File: config.mk
export PLATFORM = sky130hd
export DESIGN_NAME = clock_delay_ctrl_m
export DESIGN_NICKNAME = d
export VERILOG_FILES = /design/src/rtl/clock_delay_ctrl_m.sv
export SDC_FILE = /design/constraint.sdc
export NUM_CORES = 1
export LEC_CHECK = 0
export ABC_AREA = 1
export CAP_MARGIN = 20
export CELL_PAD_IN_SITES_DETAIL_PLACEMENT = 2
export CELL_PAD_IN_SITES_GLOBAL_PLACEMENT = 2
export CORE_ASPECT_RATIO = 1.75
export CORE_MARGIN = 2
export CORE_UTILIZATION = 29
export CTS_BUF_LIST = sky130_fd_sc_hd__clkbuf_16
export DETAILED_ROUTE_END_ITERATION = 7
export PLACE_DENSITY_LB_ADDON = 0.1
export SYNTH_ARGS = -nofsm -noshare
export SYNTH_HDL_FRONTEND = slang
export SYNTH_SLANG_ARGS = --single-unit
File: constraint.sdc
create_clock -name ck_ip -period 2.35 [get_ports ck_ip]
set_input_delay 0.235 -clock ck_ip [delete_from_list [all_inputs] [get_ports ck_ip]]
set_output_delay 0.235 -clock ck_ip [all_outputs]
set_load 0.01 [all_outputs]
File: src/rtl/clock_delay_ctrl_m.sv
// Sequencer for a chain of clock-delay slices: moves the applied tap count toward a
// requested target one slice at a time, waiting for a quiet window and a settle interval per step.
module clock_delay_ctrl_m #(
    parameter int NSLICE = 4,
    parameter int SETTLE = 8,
    parameter int TW     = 3
) (
    input  logic              ck_ip,
    input  logic              rst_ip,
    input  logic              req_ip,
    input  logic [TW-1:0]     taps_ip,
    input  logic              hold_ip,
    output logic              ack_op,
    output logic              busy_op,
    output logic [TW-1:0]     taps_op,
    output logic [NSLICE-1:0] bypass_op
);

    localparam int CW = $clog2(SETTLE + 1);

    typedef enum logic [1:0] {
        ST_IDLE,
        ST_STEP,
        ST_SETTLE
    } state_t;

    state_t              state, state_n;
    logic [TW-1:0]       target, target_n;
    logic [CW-1:0]       cnt, cnt_n;
    logic [TW-1:0]       taps_n;
    logic [NSLICE-1:0]   bypass_n;
    logic                ack_n;
    logic                busy_n;
    logic [TW-1:0]       req_clamped;

    function automatic logic [TW-1:0] clamp_taps(input logic [TW-1:0] t);
        if (t > TW'(NSLICE))
            return TW'(NSLICE);
        return t;
    endfunction

    // Slices below the tap count are delayed; the rest are bypassed.
    function automatic logic [NSLICE-1:0] thermo_bypass(input logic [TW-1:0] t);
        logic [NSLICE-1:0] b;
        for (int i = 0; i < NSLICE; i++)
            b[i] = (TW'(i) >= t);
        return b;
    endfunction

    assign req_clamped = clamp_taps(taps_ip);

    always_ff @(posedge ck_ip) begin
        if (rst_ip) begin
            state     <= ST_IDLE;
            target    <= '0;
            cnt       <= '0;
            taps_op   <= '0;
            bypass_op <= '1;
            ack_op    <= 1'b0;
            busy_op   <= 1'b0;
        end else begin
            state     <= state_n;
            target    <= target_n;
            cnt       <= cnt_n;
            taps_op   <= taps_n;
            bypass_op <= bypass_n;
            ack_op    <= ack_n;
            busy_op   <= busy_n;
        end
    end

    always_comb begin
        state_n  = state;
        target_n = target;
        cnt_n    = cnt;
        taps_n   = taps_op;
        bypass_n = bypass_op;
        ack_n    = 1'b0;
        busy_n   = busy_op;
        case (state)
            ST_IDLE: begin
                if (req_ip) begin
                    target_n = req_clamped;
                    if (req_clamped == taps_op) begin
                        ack_n = 1'b1;
                    end else begin
                        busy_n  = 1'b1;
                        state_n = ST_STEP;
                    end
                end
            end
            ST_STEP: begin
                if (!hold_ip) begin
                    if (target > taps_op)
                        taps_n = taps_op + TW'(1);
                    else
                        taps_n = taps_op - TW'(1);
                    bypass_n = thermo_bypass(taps_n);
                    cnt_n    = CW'(SETTLE - 1);
                    state_n  = ST_SETTLE;
                end
            end
            ST_SETTLE: begin
                if (cnt == '0) begin
                    if (taps_op == target) begin
                        ack_n   = 1'b1;
                        busy_n  = 1'b0;
                        state_n = ST_IDLE;
                    end else begin
                        state_n = ST_STEP;
                    end
                end else begin
                    cnt_n = cnt - CW'(1);
                end
            end
            default: begin
                state_n = ST_IDLE;
            end
        endcase
    end

endmodule

# Word level (Yosys, flattened, before mapping)
# Index checks and enable logic that the tools add are counted.
dict set report classes {
  bitwise 1
  mul 0
  n_eq_ne 10
  div_mod_pow 0
  shift 0
  mux 25
  n_lt_le_gt_ge 6
  reduce_logical 9
  addsub 3
}
# cell n
set ops {}
lappend ops {{two-way mux 3 bit} 5}
lappend ops {{inequality test 2 bit (second input constant)} 6}
lappend ops {{two-way mux 1 bit} 10}
lappend ops {{two-way mux 2 bit} 4}
lappend ops {{two-way mux 4 bit} 2}
lappend ops {{one-hot mux 4 bit (2 select lines)} 1}
lappend ops {{== test 3 bit} 2}
lappend ops {{>= comparator 1 x 3 -> 1 bit (first input constant)} 2}
lappend ops {{>= comparator 2 x 3 -> 1 bit (first input constant)} 2}
lappend ops {{one-hot mux 2 bit (3 select lines)} 1}
lappend ops {{AND reduction 5 bit} 1}
lappend ops {{logical NOT 4 bit} 1}
lappend ops {{one-hot mux 1 bit (2 select lines)} 2}
lappend ops {{AND reduction 2 bit} 2}
lappend ops {{AND reduction 4 bit} 1}
lappend ops {{nonzero test 2 bit} 2}
lappend ops {{subtractor 4 x 1 -> 4 bit (second input constant)} 1}
lappend ops {{adder 3 x 1 -> 3 bit (second input constant)} 1}
lappend ops {{> comparator 3 bit} 1}
lappend ops {{> comparator 3 bit (second input constant)} 1}
lappend ops {{AND reduction 3 bit} 1}
lappend ops {{subtractor 3 x 1 -> 3 bit (second input constant)} 1}
lappend ops {{== test 2 x 1 -> 1 bit (second input constant)} 1}
lappend ops {{== test 2 bit (second input constant)} 1}
lappend ops {{2 further kinds} 2}
dict set report word_totals {
  rom_bits 0
  input_bits 7
  elab_cells 61
  output_inout_bits 9
  reg_bits 18
  latchBits 0
  memories 0
  ramBits 0
}

# Longest topological paths before layout
dict set report depth {
  word_depth 7
  mapped_depth 11
  mapped_depth_nobuf 11
}

# Worst setup path before layout
# Ideal clock, no wire load.
dict set report synth_timing {
  path_type {register -> register}
  from {register taps_op[1]}
  to {register bypass_op[0]}
  setup_time_ns 0.069
  path_stages_with_launch 12
  arrival_time_ns 1.991
  slack_ns 0.290
  path_buffers 0
  synth_period_minus_slack_ns 2.060
  required_ns 2.281
  path_cell_list {dfxtp_1 inv_1 ha_1 nand3b_1 nand2_1 nand2_1 fa_1 xnor2_1 a21o_1 nand2_1 nand2_1 o21ai_1}
}
dict set report synth_between {
  elab_chain_len 5
  word_cells_on_any_way 7
  classes_between {add/sub (2); order compare (2); mux (3)}
}
# item line
set synth_lines {}
lappend synth_lines {{start, declared} 15} ;# output logic [TW-1:0] taps_op,
lappend synth_lines {{start signal, assigned} 65} ;# taps_op <= taps_n;
lappend synth_lines {{subtractor 3 x 1 -> 3 bit (tied with other cells)} 97} ;# taps_n = taps_op - TW'(1);
lappend synth_lines {{two-way mux 3 bit (*)} 94} ;# if (target > taps_op)
lappend synth_lines {{two-way mux 3 bit (*)} 93} ;# if (!hold_ip) begin
lappend synth_lines {{two-way mux 3 bit (*)} 80} ;# case (state)
lappend synth_lines {{>= comparator 1 x 3 -> 1 bit (*)} 46} ;# b[i] = (TW'(i) >= t);
lappend synth_lines {{end signal, assigned} 66} ;# bypass_op <= bypass_n;
lappend synth_lines {{end, declared} 16} ;# output logic [NSLICE-1:0] bypass_op
# Mark *: on every way between the ends. The rest lies on a longest branch, timed or not. The select of a mux whose other input is x is not followed.
# A chain may end at the register's enable or synchronous reset.

# Worst setup path in the final report
dict set report layout_timing {
  from {register taps_op[1]}
  to {register bypass_op[1]}
}
# The elaborated chain is that of the path after synthesis.

==> impl_metrics.toml <==
[clock_network]
clock_latency_ps = 250
htreeDepth = 1
cts_buffer_depth = 2
cts_setup_buffers = 0
cts_tree = "done"
cts.clk_slew.worst_paths_ps = 50
clkSinkCount = 18
cts_made_buffers = 3
cts-root-buf = "clkbuf_16"

[routing]
drc = 0
num_vias = 975
wl_mm = 3.02
detail-route-antenna-nets = 0
drt_iter0_markers = 10
post_drt_wl_per_cell_um = 15.4
drtPass1Iterations = 4
viasPerCell = 4.97

[timing]
finalCritPeriodShare_pct = 93.6
fmax_mhz = 455
max_slew_margin_pct = 76.4
final_max_slew_viol_count = 0
finalClockSkew_ps = 2.12
hold_viol = 0
setup-tns-final_ps = 0
worstMarginPinSlew_ps = 351
setup_violations = 0
fin_crit_ps = 2200

[global_routing]
grt_pass1_wl_mm = 5.13
antenna_found_initial = 0
grt_max_degree = 11
first_global_vias = 1074
grt_use_total_pct = 17.5
grt.overflow.total = 0

[critical_path]
critPathKind = "flop to flop"
arrival_ps = 2340
critPathLaunchType = "flop"
r2r.worst_path.cells = 11
crit_fanout = 5
rrSetupSlack_ps = 150
cp.required_ps = 2490
worstSetupEndpointType = "flop"

[final_layout]
drive_gt1_share_pct = 13.2
ff_latch_area_um2 = 364
utilization_pct = 39.6
multi_input_area_um2 = 571
num-nets-final = 168
n_fill_cell = 409
area_delta_synth_final_pct = 32.0
num_antenna_cells = 0
finalInstanceArea_um2 = 1320

[yosys]
synthArstFlopShare_pct = 0
synth.area.top_cells = "dfxtp_1 (36%), ha_1 (10%), inv_1 (7.5%)"
postSynthAreaPerCell_um2 = 7.62
synth_common_cells = "inv_1 (20), dfxtp_1 (18), nand2_1 (18), nor2_1 (10)"
synthesis.area_um2 = 998
synth_most_common_cell = "inv_1"
yosys_warnings = 0
synth_edf_count = 0
synth_top_cell_area_share_pct = 36.1
syn_inst = 131
ys_types = 29
syn_nets = 147
yosys.area.top_type = "dfxtp_1"
yosysSeqAreaShare_pct = 36.1
synth-seq-cells = 18
synth-main-ff-cell = "dfxtp_1"

[power]
power_density_nw_per_um2 = 861
vdd_drop_max_mv = 0.372
power_leakage_nw = 0.569

[floorplanning]
dieArea_um2 = 3950
fp.dieW_um = 48.4
die-height_um = 81.6
initial_core_util_pct = 30.0
core.rowCount = 28
coreArea_um2 = 3330
num_io_pins = 16

[place]
place_hpwl_mm = 2.38
numPortBuffers = 15
placed_cell_area_um2 = 1210
finalWeightedCongestion = 0.834

[min_path]
hold-path-cell-count = 2
hold_path.class = "flop to flop"

[run]
maxCapViolations = 0

[run_status]
outcome = "finished clean"
## path summary, 6_finish.rpt
check                                                 end                 startpoint
worst max register to register  bypass_op[1]$_SDFFE_PP1P_    taps_op[1]$_SDFFE_PP0P_
worst max-delay path            bypass_op[1]$_SDFFE_PP1P_    taps_op[1]$_SDFFE_PP0P_
worst min-delay path            bypass_op[2]$_SDFFE_PP1P_  bypass_op[2]$_SDFFE_PP1P_
worst min register to register  bypass_op[2]$_SDFFE_PP1P_  bypass_op[2]$_SDFFE_PP1P_
## area by class of cell
type | count | area share (%)
inverter | 22 | 6.27
tap | 45 | 4.27
timing repair buffer | 17 | 12.5
sequential | 18 | 27.6
clock inverter | 1 | 0.285
clock buffer | 3 | 5.70
multi-input combinational | 90 | 43.3
## critical path: stages (launching register included)
cell and delay [ps]:
dfxtp_4 370, inv_1 70, ha_1 330, nand3b_1 110, nand2_2 120, nand2_1 100, fa_2 370, xnor2_2 230
a21o_1 150, nand2_2 70, nand2_1 100, o21ai_1 60
## cells by family (layout without fill, tap and decap cells)
logic type	count (synthesis)	after routing	share of synthesized area (%)
xor gates and xnor gates	2	2	1.75
and+or+nand+nor	51	51	25.3
AOI/OAI and AO/OA	28	28	16.0
DFF	18	18	36.1
adders and majority gates	9	9	12.0
buffers and inverters	23	43	8.77
## through the flow
| stage | power [mW] | hold WS (ps) | cells | worst slack [ps] |
|---|---|---|---|---|
| global route | 1.22 | 520 | 196 | -35.3 |
| CTS | 1.13 | 488 | 196 | 22.4 |
| detailed placement | 0.766 | 474 | 192 | 47.1 |
| floorplan | 0.622 | 408 | 131 | 290 |
| global placement | 0.746 | 457 | 192 | 174 |
| finish | 1.13 | 477 | 196 | 150 |
## state kept, by name (all words and copies together) (netlist names)
| register | cells |
|---|---|
| ack_op | 1 |
| busy_op | 1 |
| bypass_op | 4 |
| cnt | 4 |
| state | 2 |
| taps_op | 3 |
| target | 3 |
## routing by layer
| metal | up-vias | track usage, % | wire length, um |
|---|---|---|---|
| met1 | 485 | 16.2 | 1090 |
| met4 | 0 | 9.43 | 64 |
| li1 | 473 | - | - |
| met2 | 12 | 36.4 | 1800 |
| met5 | - | 0 | 0 |
| met3 | 5 | 2.36 | 60 |
## what timing repair did
item / 4_1_cts / 5_1_grt
setup endpoints to repair: 0 / 5
hold buffers: 0 / 0
resized for setup: 0 / 8
## power breakdown
part	leakage [nW]	total (mW)	switching [mW]	internal (mW)
Sequential	0.148	0.370	0.0268	0.344
Combinational	0.382	0.413	0.248	0.165
Clock	0.0385	0.350	0.124	0.227
## cell usage in the layout (no fill, tap or decap), types with 2 or more instances in the layout
master           synthesis  routed
o21ai_0                  8       7
nand2_1                 18      16
ha_1                     8       8
nand2_2                  4       6
nand3_1                  9       8
o21ai_1                  3       4
dfxtp_1                 18      17
nand4_1                  3       3
clkbuf_16                0       3
a211oi_1                 2       2
a21oi_1                  9       9
clkinv_1                 1       2
a31oi_1                  2       2
nor2_1                  10      10
clkdlybuf4s50_1          0      15
buf_4                    0       2
inv_1                   20      20
No activity file was read; power rests on OpenSTA's default activity.
